**src/rtl/dma_arb_pkg.sv**
```systemverilog
// Shared types and helpers for the DMA priority arbiter.
// The state encoding, command-bit positions and the one-hot helper live here
// so the arbiter and any register-file wrapper agree on them.
package dma_arb_pkg;

    // Largest supported channel count and the index width that covers it
    localparam int MAX_CH   = 16;
    localparam int MAX_CH_W = 4;

    // Bit positions of the arbiter controls inside the legacy command register
    localparam int DREQ_POL_BIT = 6;
    localparam int DACK_POL_BIT = 7;
    localparam int ROT_BIT      = 4;
    localparam int DIS_BIT      = 2;

    typedef enum logic [1:0] {
        IDLE  = 2'd0,
        REQ   = 2'd1,
        GRANT = 2'd2
    } arb_state_e;

    // One-hot decode of a channel index, sized for the largest configuration
    function automatic logic [MAX_CH-1:0] onehot(input logic [MAX_CH_W-1:0] idx);
        return MAX_CH'(1) << idx;
    endfunction

endpackage

```
**src/rtl/dma_rot_prio_enc.sv**
```systemverilog
// Rotating/fixed priority encoder for the DMA arbiter.
// The request vector is rotated so that the highest-priority channel sits at
// bit 0. A plain lowest-set-bit search then runs, and the pointer is added back
// modulo NUM_CH. In fixed mode the pointer is forced to zero.
module dma_rot_prio_enc
    import dma_arb_pkg::*;
#(
    parameter int NUM_CH = 4,
    parameter int CH_W   = $clog2(NUM_CH)
) (
    input  logic [NUM_CH-1:0] req,
    input  logic [CH_W-1:0]   ptr,
    input  logic              rot_en,
    output logic              found,
    output logic [CH_W-1:0]   winner
);

    logic [CH_W-1:0]   base;
    logic [CH_W-1:0]   offset;
    logic [NUM_CH-1:0] req_rot;
    logic [CH_W:0]     sum;

    assign base    = rot_en ? ptr : '0;
    assign req_rot = NUM_CH'({req, req} >> base);

    // Lowest set bit of the rotated vector is the offset from the priority pointer
    always_comb begin
        found  = 1'b0;
        offset = '0;
        for (int i = NUM_CH - 1; i >= 0; i--) begin
            if (req_rot[i]) begin
                found  = 1'b1;
                offset = CH_W'(i);
            end
        end
    end

    // Undo the rotation, wrapping at NUM_CH so non-power-of-two counts work
    always_comb begin
        sum = {1'b0, base} + {1'b0, offset};
        if (sum >= (CH_W+1)'(NUM_CH)) begin
            winner = CH_W'(sum - (CH_W+1)'(NUM_CH));
        end else begin
            winner = CH_W'(sum);
        end
    end

endmodule

```
**src/rtl/dma_priority_arbiter.sv**
```systemverilog
// NUM_CH-channel DMA priority arbiter with the HRQ/HLDA host handshake.
// It qualifies hardware and software requests and resolves fixed or rotating
// priority. It then holds a registered, non-preemptive grant until the timing
// control block reports service complete.
// Optional sticky request status is enabled by defining DMA_ARB_REQ_STATUS_EN.
module dma_priority_arbiter
    import dma_arb_pkg::*;
#(
    parameter int NUM_CH = 4,
    parameter int CH_W   = $clog2(NUM_CH)
) (
    input  logic              CLK,
    input  logic              RESET_N,
    input  logic [NUM_CH-1:0] DREQ,
    input  logic [NUM_CH-1:0] sw_req,
    input  logic [NUM_CH-1:0] mask,
    input  logic              dreq_pol,
    input  logic              dack_pol,
    input  logic              rot_en,
    input  logic              ctrl_dis,
    input  logic              HLDA,
    input  logic              svc_done,
    output logic              HRQ,
    output logic [NUM_CH-1:0] DACK,
    output logic              grant_valid,
    output logic [CH_W-1:0]   grant_ch,
    output logic [NUM_CH-1:0] req_status,
    input  logic              status_rd
);

    arb_state_e        state;
    arb_state_e        state_nxt;
    logic [NUM_CH-1:0] dreq_q;
    logic [NUM_CH-1:0] act_req;
    logic              hrq_q;
    logic              grant_valid_q;
    logic [CH_W-1:0]   grant_ch_q;
    logic [CH_W-1:0]   ptr;
    logic              enc_found;
    logic [CH_W-1:0]   enc_winner;
    logic              load_grant;
    logic              advance_ptr;
    logic [NUM_CH-1:0] grant_oh;

    // Single register stage on the raw DREQ lines
    always_ff @(posedge CLK or negedge RESET_N) begin
        if (!RESET_N) begin
            dreq_q <= '0;
        end else begin
            dreq_q <= DREQ;
        end
    end

    // Polarity-corrected, masked hardware requests; software requests bypass the mask
    assign act_req = ((dreq_q ^ {NUM_CH{dreq_pol}}) & ~mask) | sw_req;

    dma_rot_prio_enc #(
        .NUM_CH (NUM_CH),
        .CH_W   (CH_W)
    ) u_prio_enc (
        .req    (act_req),
        .ptr    (ptr),
        .rot_en (rot_en),
        .found  (enc_found),
        .winner (enc_winner)
    );

    // Handshake sequencing: request the bus, latch the winner on HLDA, hold until done or abort
    always_comb begin
        state_nxt   = state;
        load_grant  = 1'b0;
        advance_ptr = 1'b0;
        case (state)
            IDLE: begin
                if (!ctrl_dis && (|act_req)) begin
                    state_nxt = REQ;
                end
            end
            REQ: begin
                if (!enc_found) begin
                    state_nxt = IDLE;
                end else if (HLDA) begin
                    state_nxt  = GRANT;
                    load_grant = 1'b1;
                end
            end
            GRANT: begin
                if (svc_done) begin
                    state_nxt   = IDLE;
                    advance_ptr = rot_en;
                end else if (!HLDA) begin
                    state_nxt = IDLE;
                end
            end
            default: begin
                state_nxt = IDLE;
            end
        endcase
    end

    // State plus registered HRQ and grant outputs, all derived from the next state
    always_ff @(posedge CLK or negedge RESET_N) begin
        if (!RESET_N) begin
            state         <= IDLE;
            hrq_q         <= 1'b0;
            grant_valid_q <= 1'b0;
            grant_ch_q    <= '0;
        end else begin
            state         <= state_nxt;
            hrq_q         <= (state_nxt != IDLE);
            grant_valid_q <= (state_nxt == GRANT);
            if (load_grant) begin
                grant_ch_q <= enc_winner;
            end
        end
    end

    // After a completed service in rotating mode the serviced channel drops to lowest priority
    always_ff @(posedge CLK or negedge RESET_N) begin
        if (!RESET_N) begin
            ptr <= '0;
        end else if (advance_ptr) begin
            if (grant_ch_q == CH_W'(NUM_CH - 1)) begin
                ptr <= '0;
            end else begin
                ptr <= grant_ch_q + CH_W'(1);
            end
        end
    end

    assign grant_oh    = grant_valid_q ? NUM_CH'(onehot(MAX_CH_W'(grant_ch_q))) : '0;
    assign DACK        = dack_pol ? grant_oh : ~grant_oh;
    assign HRQ         = hrq_q;
    assign grant_valid = grant_valid_q;
    assign grant_ch    = grant_ch_q;

`ifdef DMA_ARB_REQ_STATUS_EN
    logic [NUM_CH-1:0] req_status_q;

    // Sticky pending bits; a new request in the read-clear cycle survives the clear
    always_ff @(posedge CLK or negedge RESET_N) begin
        if (!RESET_N) begin
            req_status_q <= '0;
        end else begin
            req_status_q <= (status_rd ? '0 : req_status_q) | act_req;
        end
    end

    assign req_status = req_status_q;
`else
    logic unused_status_rd;

    assign req_status       = '0;
    assign unused_status_rd = status_rd;
`endif

endmodule
```
**config.mk**
```make
export PLATFORM = sky130hd
export DESIGN_NAME = dma_priority_arbiter
export DESIGN_NICKNAME = d
export VERILOG_FILES = /design/src/rtl/dma_arb_pkg.sv /design/src/rtl/dma_rot_prio_enc.sv /design/src/rtl/dma_priority_arbiter.sv
export SDC_FILE = /design/constraint.sdc
export NUM_CORES = 1
export LEC_CHECK = 0
export ABC_AREA = 1
export BUFFER_PORTS_ARGS = -buffer_cell sky130_fd_sc_hd__buf_4
export CAP_MARGIN = 20
export CELL_PAD_IN_SITES_DETAIL_PLACEMENT = 1
export CELL_PAD_IN_SITES_GLOBAL_PLACEMENT = 1
export CORE_MARGIN = 3
export CORE_UTILIZATION = 36
export DETAILED_ROUTE_END_ITERATION = 10
export GPL_TIMING_DRIVEN = 0
export PLACE_DENSITY = 0.8
export SLEW_MARGIN = 40
export SYNTH_ARGS = -nofsm -noshare
export SYNTH_HDL_FRONTEND = slang
export SYNTH_SLANG_ARGS = --single-unit
```
**constraint.sdc**
```tcl
create_clock -name CLK -period 3.35 [get_ports CLK]
set_input_delay 0.1675 -clock CLK [delete_from_list [all_inputs] [get_ports CLK]]
set_output_delay 0.1675 -clock CLK [all_outputs]
set_load 0.01 [all_outputs]
```
# Word level (Yosys, flattened, before mapping)

Cells that the tools add are included.

Memories kept: 0
Output and inout bits: 12
Bits in writable memories: 0
Logic and storage cells: 50
Input port bits: 21
Latch bits: 0
ROM bits: 0
Register bits: 12

Eq/ne operators: 4
Muxes and demuxes: 24
$mul: 0
Add/sub/neg operators: 3
$lt $le $gt $ge: 1
Reductions and logical operators: 5
Bitwise gates (word level): 5
Div/mod/pow operators: 0
Shift-type cells: 2

Operators by type and width:

| kind                                                                | count |
|---|---|
| 2-bit 2-to-1 mux                                                    | 12 |
| 1-bit 2-to-1 mux                                                    | 9 |
| 4-bit 2-to-1 mux                                                    | 2 |
| 4-bit inverter                                                      | 2 |
| 8-bit by 2-bit right shift with 4-bit output                        | 1 |
| 2-bit == test (second input constant)                               | 3 |
| 2-bit one-hot mux with 3 select lines                               | 1 |
| 4-bit bitwise AND                                                   | 1 |
| 4-bit OR                                                            | 1 |
| 4-bit OR reduction                                                  | 1 |
| 1-bit by 2-bit << shifter with 4-bit output (first input constant)  | 1 |
| 4-bit XOR                                                           | 1 |
| 2-bit by 2-bit adder with 3-bit output                              | 1 |
| 3-bit >= comparator (second input constant)                         | 1 |
| 2-bit by 1-bit adder with 2-bit output (second input constant)      | 1 |
| 2-bit by 1-bit == test with 1-bit output (second input constant)    | 1 |
| 2-bit zero test                                                     | 1 |
| 2-bit nonzero test                                                  | 1 |
| 2-bit by 1-bit subtractor with 2-bit output (second input constant) | 1 |
| 1-bit logical AND                                                   | 1 |
| 1-bit zero test                                                     | 1 |

# Longest topological paths before layout

Depth in word-level cells: 11
Depth in mapped cells: 15
Mapped depth without buffers: 15

# Cells and area by module

From an unflattened synthesis, not the netlist that was laid out.

Cells, all modules: 131
Area, all modules: 942.2 µm²

By module, submodules not included:

| module               | sequential area each (µm²) | area an instance (µm²) | times used | cells an instance |
|---|---|---|---|---|
| dma_priority_arbiter | 300.3                      | 714.4                  | 1          | 81 |
| dma_rot_prio_enc     | 0.0                        | 227.7                  | 1          | 50 |

# Worst setup path after synthesis

OpenSTA, ideal clock, no wires.

Path type: reg-to-reg
Start point: register ptr[0]
End point: register grant_ch_q[1], in the netlist grant_ch[1]
Data required time: 3.233 ns
Stages on the path, launching flop included: 14
Buffers on the path: 0
Period minus slack after synthesis: 1.666 ns
Slack: 1.684 ns
Arrival time: 1.549 ns
Setup time: 0.117 ns
Cell sequence: dfrtp_1 nand2_2 inv_2 nand3_1 nand2_1 nand2_2 nand2_2 a31oi_1 nor2_1 ha_1 xnor2_1 nand3_1 nand3_1 nand2_1

Cells in the longest elaborated chain, start to end: 9
Elaborated cells on any way between the ends: 16
Those cells by class: add/sub: 2; order compare: 1; shift: 1; mux: 12

Ends and longest elaborated chain:

| what                                                                                      | RTL line                                       | text |
|---|---|---|
| from (decl)                                                                               | dma_priority_arbiter.sv:38                     | `logic [CH_W-1:0] ptr;` |
| from (signal assigned)                                                                    | dma_priority_arbiter.sv:126                    | `ptr <= grant_ch_q + CH_W'(1);` |
| 2-bit 2-to-1 mux *                                                                        | dma_rot_prio_enc.sv:23                         | `assign base = rot_en ? ptr : '0;` |
| 8-bit by 2-bit right shift with 4-bit output                                              | dma_rot_prio_enc.sv:24                         | `assign req_rot = NUM_CH'({req, req} >> base);` |
| 2-bit 2-to-1 mux (4 in series)                                                            | dma_rot_prio_enc.sv:31                         | `if (req_rot[i]) begin` |
| 2-bit by 2-bit adder with 3-bit output                                                    | dma_rot_prio_enc.sv:40                         | `sum = {1'b0, base} + {1'b0, offset};` |
| 3-bit >= comparator / 2-bit by 1-bit subtractor with 2-bit output (equally long branches) | dma_rot_prio_enc.sv:41, dma_rot_prio_enc.sv:42 |  |
| 2-bit 2-to-1 mux                                                                          | dma_rot_prio_enc.sv:41                         | `if (sum >= (CH_W+1)'(NUM_CH)) begin` |
| to (signal assigned)                                                                      | dma_priority_arbiter.sv:113                    | `grant_ch_q <= enc_winner;` |
| to (decl)                                                                                 | dma_priority_arbiter.sv:37                     | `logic [CH_W-1:0] grant_ch_q;` |

Mark *: on every way between the ends. The rest lies on a longest branch, timed or not.
A chain may end at the register's enable or synchronous reset.

# Worst setup path after layout

Start point: register ptr[1]
End point: register grant_ch_q[1], in the netlist grant_ch[1]

Same word-level chain as after synthesis.

==> flow_summary.toml <==
[logic_synthesis]
async_reset_ff_share_pct = 100
ys_ff_latch = 12
syn_area_um2 = 913
synth_most_common_cell = "nand2_1"
synth.area.top_cells = "dfrtp_1, nand2_1, nand3_2"
synth_top_family_by_area = "simple AND/OR/NAND/NOR gates"
synthDistinctLibCells = 21
synthAdderAreaFrac_pct = 6.85
synth_warnings = 0
synthMuxAreaShare_pct = 1.23
ys_seq_area_share_pct = 32.9
ys_top_cells_by_count = "nand2_1, inv_1, dfrtp_1"
synthFlopType = "dfrtp_1"
synth-compound-area-share_pct = 3.29
synthCells = 122
synth_top_area_share_pct = 32.9
yosys.area_share.simple_pct = 38.6
yosys.area.top_type = "dfrtp_1"
synth.avg_cell_area_um2 = 7.49
synth_edf_count = 0
synth_xor_area_share_pct = 4.79

[routing]
drc = 0
first_pass_iters = 4
drtAntennaViolNets = 0
via_per_inst = 4.70
num_vias = 889
wl_mm = 2.47
drt_iter0_markers = 6
wl_per_cell_um = 13.1

[sta]
hold_violations = 0
rsz0062_at_grt = "no"
max_freq_mhz = 512
fin_skew_ns = 0.000883
tns_ns = 0
final-setup-viol-count = 0
slew_viol_final = 0
min_period_ns = 1.95
finalWorstSetupSlack_ns = 1.40
fin_crit_sh_pct = 58.3

[critical_path]
crit_family = "simple AND/OR/NAND/NOR gates"
cp_max_fo = 6
crit_slowest_cell = "dfrtp_1"
critical-path-max-stage-delay_ns = 0.38
crit_chain = "nand2_1 > inv_1 > nand3_1 > nand2_1 > a31oi_1 > nor2_1 > ha_1 > xnor2_1 > nand3_1 > nand3_1 > nand2_1"
worstReg2RegEnd = "grant_ch[1]$_DFFE_PN0P_"
critPathBufInv = 1
crit_path_end_kind = "flop"
cp.arrival_ns = 2.11
required_ns = 3.50
r2r-start = "ptr[1]$_DFFE_PN0P_"
reg2reg_depth = 11
cp-start-kind = "flop"
crit_type = "flop to flop"
reg2reg_slack_ns = 1.40

[global_routing]
antenna_found_initial = 0
grt_use_total_pct = 16.3
grt_max_degree = 13
overflow = 0
grt_pass1_vias = 967
grt_pass1_wl_mm = 4.23

[cts]
cts_tree = "yes"
cts_made_buffers = 3
clk_pin_slew_worst_paths_ns = 0.07
htree_levels = 1
cts_buffer_depth = 2
cts_root_buf = "clkbuf_4"
cts.sink_count = 12
clk_latency_ns = 0.26
cts_resized = 0

[floorplanning]
die_area_um2 = 3180
num_rows = 17
fp.dieW_um = 56.4
chipHeight_um = 56.4
core-area_um2 = 2320
start_util_pct = 39.4
io_pins = 33

[power_and_ir_drop]
vdd_ir_drop_max_mv = 0.347
p_leak_uw = 0.000706
powerDensity_nw_per_um2 = 527

[placement]
gp_congestion = 0.758
io_buffers = 27
pre_cts_ws_ns = 1.41
dpl.hpwl_mm = 2.03

[cells_and_area]
areaGrowthSynthToFinish_pct = 36.7
drive_gt1_share_pct = 34.2
nets = 188
n_antenna_cell = 0

[worst_hold_path]
hold_start = "HLDA"
min_path_type = "primary input to flop"
min_to = "state[1]$_DFF_PN0_"
hold-path-cell-count = 3

[flow_run]
drv_cap = 0

[outcome]
status = "finished clean"
-- power by group --
group | internal, uW | switching, uW
Combinational | 140 | 183
Clock | 65.9 | 44.0
Sequential | 188 | 38.5
Total | 393 | 265
-- cells in the final DEF, fill, tap and decap left out, types with 5 or more instances in the layout --
cell            n
nand2_1        34
buf_4          31
inv_1          18
dfrtp_1        12
nand3_2        10
nand3_1        10
nand2_2         5
ha_1            5
dlygate4sd3_1   5
-- worst min-delay path, cell delays in order --
cell	delay, ns
buf_4	0.10
nand2_1	0.08
nand2_1	0.08
-- cell families after synthesis --
kind of cell               after synthesis
xor gates and xnor gates                 5
DFF                                     12
AOI/OAI and AO/OA                        5
muxes                                    1
buffers and inverters                   25
adders and majority gates                5
other                                    1
and+or+nand+nor                         68
-- repair_timing --
item / 4_1_cts / 5_1_grt
hold buffers: 1 / 4
buffers inserted: 0 / 0
endpoints found under the hold margin: 12 / 4
endpoints found under the setup margin: 0 / 0
-- through the flow --
step | area, um2 | hold slack [ns] | instances | util (%) | total power (uW)
CTS | 1210 | 0.000988 | 185 | 52.1 | 663
detailed placement | 1160 | 0.0121 | 180 | 50.1 | 549
floorplan | 925 | -0.128 | 125 | - | 419
global placement | 1160 | 0.0110 | 180 | 50.1 | 526
finish | 1250 | 0.197 | 189 | 53.9 | 658
global route | 1250 | 0.202 | 189 | 53.9 | 717
-- flip-flops by register name, indices dropped and copies added, names as in the netlist --
signal / flops
ptr: 2
dreq_q: 4
grant_valid: 1
state: 2
grant_ch: 2
HRQ: 1
-- final cells by class --
type                       count  area [um2]
timing repair buffer          32         253
inverter                      21        78.8
buffer                         4        30.0
fill                         307        1070
sequential                    12         300
tap                           28        35.0
clock buffer                   4        36.3
multi-input combinational     88         515
-- per-layer routing --
layer / GRT usage, % / part of all wire (%) / up-vias
li1: - / - / 453
met5: 0 / 0 / -
met1: 19.6 / 43 / 417
met4: 4.07 / 0.36 / 0
met2: 30.6 / 53 / 17
met3: 1.84 / 3.1 / 2
-- worst max-delay path by stage --
stage                                   from                       to  slack [ns]  cells after the start
final                     ptr[1]$_DFFE_PN0P_  grant_ch[1]$_DFFE_PN0P_        1.40                     11
after global routing      ptr[0]$_DFFE_PN0P_  grant_ch[1]$_DFFE_PN0P_        1.17                     13
after CTS                 ptr[0]$_DFFE_PN0P_  grant_ch[1]$_DFFE_PN0P_        1.38                     13
after detailed placement  ptr[0]$_DFFE_PN0P_  grant_ch[1]$_DFFE_PN0P_        1.41                     13
after global placement    ptr[0]$_DFFE_PN0P_  grant_ch[1]$_DFFE_PN0P_        1.52                     13
after floorplan           ptr[0]$_DFFE_PN0P_  grant_ch[1]$_DFFE_PN0P_        1.68                     13
(Power assumes the default switching activity.)
